<file path="src/rtl/mux_tree_pipe.sv">
// Pipelined N_IN:1 multiplexer built as a binary tree of registered 2:1 levels.
// Valid/ready handshake with a global stall; selects beyond N_IN return zero and raise out_sel_err.
module mux_tree_pipe #(
  parameter int N_IN  = 8,
  parameter int WIDTH = 8
) (
  input  logic                  clk,
  input  logic                  rst,
  input  logic                  in_valid,
  output logic                  in_ready,
  input  logic [N_IN*WIDTH-1:0] in_data,
  input  logic [$clog2(N_IN)-1:0] in_sel,
  output logic                  out_valid,
  input  logic                  out_ready,
  output logic [WIDTH-1:0]      out_data,
  output logic                  out_sel_err
);

  localparam int SEL_W  = $clog2(N_IN);
  localparam int LEAVES = 2 ** SEL_W;
  localparam logic [SEL_W:0] NIN_V = N_IN[SEL_W:0];

  logic                    advance_s;
  logic                    in_err_s;
  logic [LEAVES*WIDTH-1:0] leaves_s;

  assign advance_s = out_ready | ~out_valid;
  assign in_ready  = advance_s;
  assign in_err_s  = ({1'b0, in_sel} >= NIN_V);

  // Zero-pad the channel vector up to a power-of-two leaf count.
  always_comb begin
    leaves_s                   = '0;
    leaves_s[N_IN*WIDTH-1:0]   = in_data;
  end

  for (genvar k = 0; k < SEL_W; k++) begin : g_lvl
    localparam int CNT = LEAVES >> (k + 1);

    logic [2*CNT*WIDTH-1:0] vin_s;
    logic [SEL_W-1-k:0]     sin_s;
    logic                   vldin_s;
    logic                   errin_s;
    logic [CNT*WIDTH-1:0]   red_s;
    logic [CNT*WIDTH-1:0]   data_r;
    logic                   valid_r;
    logic                   err_r;

    if (k == 0) begin : g_src
      assign vin_s   = leaves_s;
      assign sin_s   = in_sel;
      assign vldin_s = in_valid & advance_s;
      assign errin_s = in_err_s;
    end else begin : g_chain
      assign vin_s   = g_lvl[k-1].data_r;
      assign sin_s   = g_lvl[k-1].g_sel.sel_r;
      assign vldin_s = g_lvl[k-1].valid_r;
      assign errin_s = g_lvl[k-1].err_r;
    end

    // Level k resolves select bit k: each adjacent pair collapses to one entry.
    always_comb begin
      red_s = '0;
      for (int j = 0; j < CNT; j++) begin
        if (sin_s[0]) begin
          red_s[j*WIDTH +: WIDTH] = vin_s[(2*j+1)*WIDTH +: WIDTH];
        end else begin
          red_s[j*WIDTH +: WIDTH] = vin_s[(2*j)*WIDTH +: WIDTH];
        end
      end
    end

    // Stage register: every stage shifts together on advance, holds otherwise.
    always_ff @(posedge clk) begin
      if (rst) begin
        data_r  <= '0;
        valid_r <= 1'b0;
        err_r   <= 1'b0;
      end else if (advance_s) begin
        data_r  <= red_s;
        valid_r <= vldin_s;
        err_r   <= errin_s;
      end
    end

    // The final level consumes the last select bit, so only earlier levels carry select bits on.
    if (k < SEL_W - 1) begin : g_sel
      logic [SEL_W-2-k:0] sel_r;

      // Remaining select bits travel alongside the data.
      always_ff @(posedge clk) begin
        if (rst) begin
          sel_r <= '0;
        end else if (advance_s) begin
          sel_r <= sin_s[SEL_W-1-k:1];
        end
      end
    end
  end

  assign out_valid   = g_lvl[SEL_W-1].valid_r;
  assign out_data    = g_lvl[SEL_W-1].data_r;
  assign out_sel_err = g_lvl[SEL_W-1].err_r;

endmodule
</file>
<file path="config.mk">
export PLATFORM = sky130hd
export DESIGN_NAME = mux_tree_pipe
export DESIGN_NICKNAME = d
export VERILOG_FILES = /design/src/rtl/mux_tree_pipe.sv
export SDC_FILE = /design/constraint.sdc
export NUM_CORES = 1
export LEC_CHECK = 0
export BUFFER_PORTS_ARGS = -buffer_cell sky130_fd_sc_hd__buf_2
export CAP_MARGIN = 20
export CORE_MARGIN = 2
export CORE_UTILIZATION = 24
export CTS_BUF_LIST = sky130_fd_sc_hd__clkbuf_2
export DETAILED_ROUTE_END_ITERATION = 7
export MAX_ROUTING_LAYER = met4
export PLACE_DENSITY = 0.41
export RECOVER_POWER = 100
export SYNTH_ARGS = -nofsm -noshare
export SYNTH_HDL_FRONTEND = slang
export SYNTH_SLANG_ARGS = --single-unit
</file>
<file path="constraint.sdc">
create_clock -name clk -period 1.15 [get_ports clk]
set_input_delay 0 -clock clk [delete_from_list [all_inputs] [get_ports clk]]
set_output_delay 0 -clock clk [all_outputs]
set_load 0.01 [all_outputs]
</file>
==> results of run 1 <==
==> timing repair <==
action	in CTS	in global routing
endpoints found under the setup margin	4	58
cloned	1	1
resized for setup	7	21
buffers inserted	3	0
pin swaps	0	1
hold endpoints to repair	40	6
==> per-stage QoR <==
step,setup WS [ps],power [mW],hold slack (ps),instance area (um2)
6_report,-146,4.57,-29.5,4380
5_1_grt,-233,4.82,-61.3,4380
4_1_cts,-200,4.61,-70.0,4310
3_5_place_dp,-1.34,3.08,261,3440
3_3_place_gp,62.6,3.07,261,3440
2_1_floorplan,21.4,2.81,140,2820
==> routing by layer <==
layer / track usage [%] / part of all wire (%) / vias up
li1: - / - / 1292
met1: 15.1 / 49 / 1142
met2: 19.6 / 46 / 53
met3: 2.32 / 3.6 / 9
met4: 4.63 / 1.4 / 0
met5: - / 0 / -
==> state kept, by name (all words and copies together) (netlist names) <==
signal / count
g_lvl.data_r: 48
g_lvl.g_sel.sel_r: 3
g_lvl.valid_r: 2
out_data: 8
out_valid: 1
==> layout make-up <==
| class | count | area share, % |
|---|---|---|
| multi-input combinational | 187 | 33.6 |
| tap | 143 | 4.08 |
| clock inverter | 7 | 1.49 |
| sequential | 62 | 28.4 |
| timing repair buffer | 165 | 31.1 |
| inverter | 1 | 0.257 |
| clock buffer | 9 | 1.03 |
==> path summary, 6_finish.rpt <==
check	slack, ps	end	startpoint
worst max-delay path	-150	in_ready	out_valid
worst max register to register	-70	g_lvl[0].data_r[18]	out_valid
worst min register to register	470	g_lvl[1].valid_r	g_lvl[1].valid_r
worst min-delay path	-30	out_valid	out_ready
==> report_power, final <==
part	switching, mW	leakage (nW)	internal (mW)	total [mW]
Sequential	0.0929	0.514	2.30	2.40
Combinational	0.343	1.32	0.538	0.882
Clock	0.810	0.0691	0.487	1.30
Total	1.25	1.90	3.33	4.57
==> kinds of logic (layout without fill, tap and decap cells) <==
group                  Yosys count  after routing
buffers and inverters           29            182
flip-flops                      62             62
AO/OA/AOI/OAI                   61             61
other                            1              1
multiplexers                    56             56
AND/OR/NAND/NOR                 69             69
==> worst max-delay path, cell delays in order (launching register included) <==
cell and delay [ps]:
sky130_fd_sc_hd__dfxtp_2 360, sky130_fd_sc_hd__nor2b_4 200, sky130_fd_sc_hd__inv_8 50, sky130_fd_sc_hd__buf_12 120, sky130_fd_sc_hd__buf_6 110
==> layout by cell type, fill, tap and decap left out, types with 2 or more instances in the layout <==
master / instances
sky130_fd_sc_hd__clkinv_2: 3
sky130_fd_sc_hd__nor2_1: 48
sky130_fd_sc_hd__dlygate4sd3_1: 68
sky130_fd_sc_hd__a21oi_1: 5
sky130_fd_sc_hd__nor2_4: 4
sky130_fd_sc_hd__buf_4: 4
sky130_fd_sc_hd__clkbuf_1: 8
sky130_fd_sc_hd__a211oi_2: 30
sky130_fd_sc_hd__nor2_2: 6
sky130_fd_sc_hd__mux2i_1: 56
sky130_fd_sc_hd__buf_12: 11
sky130_fd_sc_hd__clkbuf_2: 9
sky130_fd_sc_hd__buf_6: 2
sky130_fd_sc_hd__dfxtp_1: 61
sky130_fd_sc_hd__nand2_1: 10
sky130_fd_sc_hd__buf_2: 71
sky130_fd_sc_hd__a211oi_1: 26
==> impl.org, run 1 <==
** Finish
- In the final layout, flip-flops and latches occupy between 1000 and 1500 um2.
- Number of standard cells in the layout, taps in and fillers out :: about 570
- Synth-to-Final Area Change :: 55.5%
- In the final layout, the share of cells above drive strength 1 is about a third.
- Fin util :: 38.4%
- Summing all multi-input logic gate instances after layout gives approximately 1500 um2.
- The final layout contains ~500 nets.
- Fill cells in the final layout number about 1200.
- The number of antenna diodes in the final layout is 0.

** Logic synthesis
- Simple logic cell fraction of the synthesized area :: approximately a tenth
- Register bit total from synthesis :: 62
- Combinational family with the most area after synthesis :: multiplexers
- Among all cell types in the netlist, the one instantiated most often is sky130_fd_sc_hd__dfxtp_1.
- Leading post-synthesis cells by cell area :: sky130_fd_sc_hd__dfxtp_1 44%, sky130_fd_sc_hd__mux2i_1 20%, sky130_fd_sc_hd__a211oi_1 9.6%
- Fraction of the mapped netlist area in compound gates :: between 10% and 20%
- Of all flip-flops after synthesis, the portion carrying an async set or reset was 0%.
- Most common flop cell mapped by yosys :: sky130_fd_sc_hd__dfxtp_1
- Counting every net in the synthesized netlist gives 349.
- Area share of the leading cell type in the synthesized netlist :: roughly 44%
- In this run, synthesis inferred 0 flip-flops with an integrated enable.
- After synthesis, the most frequently instantiated cells are 62 x sky130_fd_sc_hd__dfxtp_1, 58 x sky130_fd_sc_hd__nor2_1, 56 x sky130_fd_sc_hd__mux2i_1, 36 x sky130_fd_sc_hd__a211oi_1, 20 x sky130_fd_sc_hd__a211oi_2.
- Summing the areas of all fa, ha and maj instances in the mapped netlist gives 0% of the synthesized area.
- Of all cell types, the one taking the most synthesized area is sky130_fd_sc_hd__dfxtp_1.
- Mapped Area :: approximately 2800 um2
- Synthesis produced around 280 cells.
- The share of the Yosys chip area taken by registers is about 44%.
- Yosys warns :: 0
- Multiplexer cells account for 19.9% of the synthesized area.
- Number of unique standard cell types used by synthesis :: 16
- Syn_area_per_cell :: 10.1 um2
- The synthesized netlist devotes 0% of its cell area to XOR and XNOR gates.

** Worst hold path
- The min-delay analysis places its worst path in the category in -> reg.
- Worst hold stages :: 5

** Drt
- The final route contains roughly 2500 vias.
- After detailed routing, the number of vias per cell comes to 4.35.
- Wirelength, routed :: 7.20 mm
- Residual DRC :: 0
- The detailed router finished its first iteration with 42 violations.
- The first detailed-routing pass ran for 4 iterations.
- Detailed-route wire length per cell :: roughly 13 um
- The detail route stage leaves a number of antenna-violating nets equal to 0.

** Die
- Measured along the y axis, the die boundary spans 112 um.
- The initial utilization of the core area, before any placement, comes to 24.7%.
- After floorplanning, the core was sized to cover between 10000 and 15000 um2.
- The floorplan step defined a die boundary enclosing 12600 um2.
- Die Width :: approximately 110 um
- During I/O placement, the number of pins put on the boundary was 82.
- The initialized floorplan defines 39 standard-cell rows.

** Global routing
- GRT Residual Overflow :: 0
- Number of global-route vias before repair :: about 2600
- Antenna violations before repair :: 0
- The first global-routing pass estimated 11.9 mm of wire.
- Entering global routing, the biggest net connects 33 pins.
- For this run, the total global-route usage over all layers was measured as between 10% and 20%.

** Timing
- Setup repair after global routing could not meet its margin everywhere.
- Counting I/O delays and the setup requirement, the final critical path takes approximately 1300 ps.
- The final number of hold-violating endpoints is 6.
- In the post-route analysis, the smallest setup slack over all paths is -146 ps.
- Hold_ws :: -29.5 ps
- Fmax :: ~770 MHz
- Setup total negative slack on the finished layout was measured at -2280 ps.
- Final setup viols :: 53
- Max-slew violations :: 0
- Worst clock skew :: between 15 and 20 ps
- The final critical path takes up 113% of the cycle.

** Place
- The HPWL after detailed placement is between 4 and 5 mm.
- Routability-driven placement finished with a final weighted congestion of roughly 0.7.
- Port buffering added 80 buffers.
- Number of instances in the placed design :: around 500

** Setup path
- Worst endpoint data arrival time :: 1300 ps
- By startpoint and endpoint, the worst setup path is classified as reg -> out.
- Of all nets on the critical path, the largest fanout is 3.
- Required time at the worst-slack endpoint :: between 1000 and 1500 ps
- Kind of start point of the critical path :: flop
- Endpoint type of the worst setup path :: primary output
- Count of cells along the worst register-to-register path :: 6

** Clock tree
- No sink is reached through more buffers than the 2 on the longest clock path.
- CTS saw 62 sinks.
- For the worst-skew pair, the clock arrives at the later sink with an insertion delay of approximately 470 ps.
- Maximum level of the CTS H-tree :: 3
- Hold_buf cts :: 68
- Root buffer selected by CTS :: sky130_fd_sc_hd__clkbuf_2
- Clock-pin slew was measured on the worst setup and hold paths at approximately 170 ps.
- Number of buffers added by the clock tree synthesis step :: 9
- TritonCTS built the clock tree.

** Power and ir drop
- Highest ir drop seen on vdd :: 0.464 mV
- Power density over cell area :: 1040 nW/um2
- The analysis attributes to cell leakage a power of 1.90 nW.

** Run
- Max-cap violations in this run came to 0.

** Status
- Outcome :: finished with violations
- Violations in the final reports :: negative hold slack, negative setup slack
(Power assumes the default switching activity.)
==> run 2, diff against run 1 <==
- RECOVER_POWER: 100 -> not set
==> run 2 against run 1 <==
  * The run still ends with negative hold slack, negative setup slack left
  * Clock-buffer cell count stayed put
  * Design area is 0.23% higher
  * Critical path depth stayed put
  * Critical path type unchanged
  * Critical endpoint unchanged
==> impl.org, run 2 (synthesis gave the netlist of run 1 again) <==
** Finish
- Cells with a size suffix above 1 make up ~36% of the layout.
- Final cell area excluding filler cells :: 4390 um2
- The register with the most flip-flops in the layout has 48 of them.
- After filler insertion, the fill cell instance count of the layout stands at between 1000 and 1500.
- The library cells used most frequently in the layout, excluding fill and tap cells, are 79 x sky130_fd_sc_hd__buf_2, 68 x sky130_fd_sc_hd__dlygate4sd3_1, 61 x sky130_fd_sc_hd__dfxtp_1.
- The number of antenna diodes in the final layout is 0.
- Final nets :: 497
- The register with the most flip-flops in the final layout is g_lvl.data_r.
- Fin util :: approximately two fifths
- The area growth from synthesis to layout is 55.8%.
- The library cell used most frequently in the layout, excluding fill and tap cells, is sky130_fd_sc_hd__buf_2.

** Clock tree
- Clock tree synthesis found a total of slightly above 60 sinks.
- Clock latency on the worst-skew pair :: about 470 ps
- Hold_buf cts :: 68
- Maximum clock insertion buffer count :: 2
- Clock slew at reported path FFs :: approximately 170 ps
- Maximum level of the CTS H-tree :: 3
- TritonCTS built the clock tree.
- TritonCTS created 9 clock buffers.
- In this run the clock root is driven by a sky130_fd_sc_hd__clkbuf_2.

** Setup path
- The critical path contains buffers and inverters numbering 3 combined.
- Count of cells along the worst register-to-register path :: 6
- The critical path runs through a total of 4 cells.
- By startpoint and endpoint, the worst setup path is classified as reg -> out.
- Worst reg2reg path startpoint :: out_valid
- STA classifies the critical path startpoint as a flop.
- Among all stages on the critical path, the largest delay is contributed by sky130_fd_sc_hd__dfxtp_2.
- In this design, the stage delay of the slowest critical-path cell is 360 ps.
- In this run the critical register-to-register path is captured at g_lvl[0].data_r[18].
- Slack of the worst reg-to-reg path :: -70 ps
- The cell family contributing the most delay on the critical path is flip-flops.
- The critical path goes through nor2b_4, inv_8, buf_12, buf_6.
- Along the worst path, the maximum fanout reaches 3.
- The worst setup path is captured at a primary output.
- For the worst setup path, the data arrival time is approximately 1300 ps.
- Required time at the worst-slack endpoint :: 1150 ps

** Drt
- Before antenna repair, the detailed router went through 4 iterations.
- Detailed-route wire length per cell :: 12.5 um
- Residual DRC :: 0
- Wirelength, routed :: 7.19 mm
- In this run the remaining antenna-violating nets after routing total 0.
- The final route contains 2496 vias.
- After detailed routing, the number of vias per cell comes to approximately 4.3.
- After the first detailed-routing iteration, the DRC count stood at 42.

** Power and ir drop
- Sequential share of power :: 52.3%
- Internal :: between 3 and 4 mW
- Net switching is a little over a quarter of the power.
- Highest ir drop seen on vdd :: roughly 0.46 mV
- Dividing total power by cell area gives a power density of around 1000 nW/um2.
- Clock network fraction of total power :: between 20 and 30%
- Static leakage :: approximately 1.9 nW
- P_sw :: 1.25 mW
- Gate power share :: 19.3%

** Global routing
- Gr usage total :: between 10% and 20%
- Number of global-route vias before repair :: about 2600
- The initial antenna violation count came to 0.
- The total overflow left after global routing is 0.
- Entering global routing, the biggest net connects 33 pins.
- Global-route wire length before repair :: roughly 12 mm

** Die
- Die Y-Extent :: around 110 um
- The floorplan step set the die width to approximately 110 um.
- For this configuration, the core starts out at a cell density of between 20% and 30%.
- The floorplan step defined a core boundary enclosing 11400 um2.
- I/O pin count :: 82
- The floorplan has 39 rows.
- The die covers 12600 um2.

** Timing
- Worst clock skew :: approximately 20 ps
- Setup repair after global routing missed its margin :: true
- Dividing the final minimum period by the clock period gives 113%.
- Hold timing on the final database bottoms out at a slack of -29.5 ps.
- Setup violations remaining at the end of the flow were counted as 53.
- Final critical path time including I/O delays and setup :: about 1300 ps
- Fmax :: between 700 and 800 MHz
- Max-slew violations :: 0
- Setup total negative slack on the finished layout was measured at -2270 ps.
- Hold violation total from the final report :: 6
- Minimum setup slack in the final design :: -146 ps

** Place
- During placement, the flow inserted port buffers numbering 80.
- Placed cell area :: roughly 3400 um2
- At the end of routability-driven placement, the weighted congestion stood at roughly 0.7.
- Detailed placement HPWL :: around 4.6 mm

** Status
- Violations in the final reports :: negative hold slack, negative setup slack
- The run finished, with violations left.

** Worst hold path
- Along the worst hold path, the cell count comes to 5.
- Worst hold start :: out_ready
- The worst hold path belongs to the class in -> reg.
- The path with the worst hold slack has its endpoint at out_valid.

** Run
- Max-cap check violation count :: 0
==> run 2: worst max-delay path by stage <==
stage	from	to	slack [ps]
finish	out_valid	in_ready	-150
global route	out_valid	in_ready	-230
CTS	out_valid	in_ready	-200
detailed placement	out_valid	g_lvl[0].data_r[13]	-1
global placement	out_valid	g_lvl[0].data_r[28]	60
floorplan	out_valid	g_lvl[0].data_r[0]	20
==> run 2: final cells by class <==
class,count,area (um2),share of cell area [%]
multi-input combinational,187,1470,33.6
timing repair buffer,165,1370,31.3
sequential,62,1240,28.3
tap,143,179,4.08
clock inverter,7,65.1,1.48
clock buffer,9,45.0,1.03
inverter,1,11.3,0.256
==> run 2: tightest hold or removal path, cell delays in order <==
cell                      delay [ps]
sky130_fd_sc_hd__buf_2           100
sky130_fd_sc_hd__nor2b_4          50
sky130_fd_sc_hd__buf_4           150
sky130_fd_sc_hd__nor2_1           80
sky130_fd_sc_hd__nor2_1           40
==> run 2: metal layers <==
layer	vias to the layer above	share of wire [%]	track usage, %
met4	0	1.4	4.63
met5	-	0	-
met1	1142	49	15.1
met2	53	46	19.6
met3	9	3.5	2.32
li1	1292	-	-
==> run 2: power groups by stage <==
stage / logic, mW / registers [mW] / clock network [mW]
finish: 0.886 / 2.39 / 1.30
global route: 0.974 / 2.42 / 1.43
CTS: 0.874 / 2.39 / 1.35
detailed placement: 0.647 / 2.44 / 0
global placement: 0.637 / 2.44 / 0
floorplan: 0.397 / 2.41 / 0
==> run 2: what timing repair did <==
| action | 4_1_cts | 5_1_grt |
|---|---|---|
| endpoints found under the hold margin | 40 | 6 |
| cloned | 1 | 1 |
| endpoints found under the setup margin | 4 | 58 |
| buffers inserted | 3 | 0 |
| pin swaps | 0 | 1 |
| gates resized for setup | 7 | 21 |
==> run 2: through the flow <==
step	cells	hold WS (ps)	total power, mW	setup slack, ps
floorplan	278	140	2.81	21.4
global placement	486	261	3.07	62.6
detailed placement	486	261	3.08	-1.34
CTS	574	-70.0	4.61	-200
global route	574	-61.3	4.82	-233
finish	574	-29.5	4.58	-146
==> run 3, diff against run 2 <==
==> constraint.sdc (replaced) <==
create_clock -name clk -period 1.15 [get_ports clk]
set_input_delay 0.0575 -clock clk [delete_from_list [all_inputs] [get_ports clk]]
set_output_delay 0.0575 -clock clk [all_outputs]
set_load 0.01 [all_outputs]
==> run 3 against run 2 <==
  * The flow finishes with violations (negative setup slack)
  * Clock skew rose by 19 ps
  * Worst setup slack got worse by 81 ps
  * Global-route usage rose by 0.28 points
  * Highest routed layer unchanged
  * Critical path depth rose by 1
  * Largest power group unchanged
  * Worst hold slack improved by 190 ps
  * Total power fell by 0.76%
==> impl.org, run 3 (synthesis gave the netlist of run 1 again) <==
** Clock tree
- The clock passes through at most 2 buffers.
- Clock slew at reported path FFs :: 170 ps
- Clock tree synthesis inserted a total of 9 buffers.
- TritonCTS built the clock tree.
- Root buffer selected by CTS :: sky130_fd_sc_hd__clkbuf_2
- Counting every sink on the clock net gives 62.
- The clock reaches the later pin of the worst-skew pair after approximately 490 ps.
- In this run the number of H-tree levels came out at 3.

** Setup path
- Data on the critical path is required at its endpoint by ~1600 ps.
- Maximum fanout count along the critical path :: 13
- Among all stages on the critical path, the largest delay is contributed by sky130_fd_sc_hd__dfxtp_2.
- For the worst setup path, the data arrival time is 1770 ps.
- Worst reg2reg path startpoint :: out_valid
- The critical path is of the reg -> reg type.
- Walking the worst path, the cells encountered are nor2b_4, inv_8, buf_4, bufbuf_16, a211oi_1.
- The setup check on the worst reg-to-reg path leaves a slack of -230 ps.
- Count of cells along the worst register-to-register path :: 5
- STA classifies the critical path endpoint as a flop.
- Kind of start point of the critical path :: flop
- In this design, the stage delay of the slowest critical-path cell is about 370 ps.
- R2r endpoint :: g_lvl[0].data_r[15]

** Timing
- Setup total negative slack on the finished layout was measured at -6570 ps.
- Setup repair after global routing could not meet its margin everywhere.
- Max-slew violations :: 0
- Setup slack on the critical path of the routed design comes to -227 ps.
- Setup violations remaining at the end of the flow were counted as 61.
- Worst clock skew :: between 30 and 40 ps
- Static timing analysis puts the maximum clock frequency at around 730 MHz.
- The smallest clock period supported by the final layout is computed as roughly 1400 ps.
- The final number of hold-violating endpoints is 0.
- Post-route clock period utilization :: 120%

** Global routing
- Antenna violations before repair :: 0
- Gr usage total :: between 10% and 20%
- Entering global routing, the biggest net connects 22 pins.
- Number of global-route vias before repair :: 2656
- GRT Residual Overflow :: 0
- Global-route wire length before repair :: around 12 mm

** Finish
- The library cell used most frequently in the layout, excluding fill and tap cells, is sky130_fd_sc_hd__buf_2.
- Area used by sequential logic in the layout :: approximately 1200 um2
- The register with the most flip-flops in the layout has 48 of them.
- The net count of the finished layout is between 500 and 600.
- Share of layout cells above drive strength 1 :: 34.5%
- Antenna Diode Count :: 0
- Multi-input combinational cell area :: roughly 1400 um2
- Ranked by flip-flop count, first place goes to g_lvl.data_r.
- The filler cells instantiated in the layout total 1185.
- In the layout the commonest cells are 79 x sky130_fd_sc_hd__buf_2, 68 x sky130_fd_sc_hd__dlygate4sd3_1, 57 x sky130_fd_sc_hd__dfxtp_1.
- The finished layout holds a little under 600 standard cells, fillers aside.
- Synth-to-Final Area Change :: 55.2%

** Place
- The congestion estimate from routability-driven global placement came to about 0.7.
- Counting tap cells, the placed design contains a total of between 400 and 500 instances.
- In this run the tool buffered the top-level ports with 80 buffer cells.
- Detailed placement HPWL :: between 4 and 5 mm
- At the placement stage, the worst setup path has a slack of a little under 3 ps.

** Status
- The run finished, with violations left.
- Violations in the final reports :: negative setup slack

** Drt
- For this block, the initial DRC count from the detailed router was 47.
- Detailed-route via count :: around 2500
- Before antenna repair, the detailed router went through 4 iterations.
- Wirelength, routed :: around 7.3 mm
- The count of nets left with antenna violations once routing finished came out at 0.
- Dividing the detail-routed via count by the number of cells gives about 4.3.
- Detailed-route wire length per cell :: between 10 and 15 um
- In the routed design, unresolved DRC markers number 0.

** Die
- Once the floorplan was initialized, standard cells occupied 24.7% of the core.
- between 80 and 90 I/O pins were placed.
- Number of rows created at floorplan :: 39
- Die Y-Extent :: 112 um
- Core ar. :: between 10000 and 15000 um2
- Area enclosed by the die boundary :: ~13000 um2
- Die Width :: 112 um

** Power and ir drop
- For this design the ratio of total power to cell area is ~1000 nW/um2.
- Per report_power, the combinational group accounts for between 10% and 20% of the total.
- Per report_power, the sequential group accounts for between 50% and 60% of the total.
- The internal portion of the total power is 3.33 mW.
- Clock network fraction of total power :: 28.0%
- IR analysis of the VDD net gives a maximum drop of between 0.4 and 0.5 mV.
- Net switching is 26.6% of the power.
- Total power for the finished layout comes to approximately 4.5 mW.
- For this design the static power due to leakage is about 2.0 nW.
- For this design the total switching power over the nets is 1.21 mW.

** Worst hold path
- The worst hold path was traced through 5 stages.
- End point of the worst hold path :: g_lvl[0].data_r[18]
- Type of the tightest min-delay check :: in -> reg
- The worst hold path begins at out_ready.

** Run
- Across the run, the number of max-cap violations was 0.
==> run 3: worst max-delay path: cells and delay by family (launching register included) <==
family,cells,cell delay [ps]
buf+inv,3,530
flops,1,370
simple gates,1,200
compound gates,1,200
==> run 3: power groups by stage <==
stage          combinational, mW  sequential, mW  clock [mW]
3_3_place_gp               0.651            2.43           0
3_5_place_dp               0.660            2.44           0
2_1_floorplan              0.397            2.41           0
5_1_grt                    0.970            2.41        1.42
6_report                   0.883            2.39        1.27
4_1_cts                    0.884            2.39        1.32
==> run 3: stage by stage <==
step	instance area [um2]	utilization (%)	hold slack [ps]
floorplan	2820	-	198
global placement	3470	30.4	311
detailed placement	3470	30.4	316
CTS	4330	37.9	108
global route	4370	38.3	105
finish	4370	38.3	165
==> run 3: how the worst max path moves through the flow <==
| stage | startpoint | cells past startpoint | endpoint |
|---|---|---|---|
| 6_report | out_valid | 5 | g_lvl[0].data_r[15] |
| 4_1_cts | out_valid | 4 | in_ready |
| 2_1_floorplan | out_valid | 6 | g_lvl[0].data_r[0] |
| 3_5_place_dp | out_valid | 5 | g_lvl[0].data_r[15] |
| 3_3_place_gp | g_lvl[0].g_sel.sel_r[0] | 3 | g_lvl[1].data_r[6] |
| 5_1_grt | out_valid | 4 | in_ready |
==> run 3: cell type report <==
| type | instances | area share (%) |
|---|---|---|
| Inverter | 1 | 0.258 |
| Timing Repair Buffer | 170 | 32.6 |
| Clock buffer | 10 | 1.14 |
| Sequential cell | 62 | 28.5 |
| Clock inverter | 5 | 1.17 |
| Multi-Input combinational cell | 187 | 32.2 |
| Tap cell | 143 | 4.09 |
==> run 3: what timing repair did <==
| item | 4_1_cts | 5_1_grt |
|---|---|---|
| resized for setup | 2 | 11 |
| setup endpoints to repair | 11 | 65 |
| cloned | 1 | 0 |
| hold endpoints to repair | 37 | 0 |
| buffers inserted | 4 | 2 |
| hold buffers | 68 | 0 |
==> run 3: layer usage <==
| layer | up-vias | part of all wire (%) | track usage (%) |
|---|---|---|---|
| li1 | 1300 | - | - |
| met1 | 1149 | 48 | 14.8 |
| met2 | 54 | 48 | 20.5 |
| met3 | 8 | 3.2 | 2.21 |
| met4 | 0 | 1.3 | 5.61 |
| met5 | - | 0 | - |
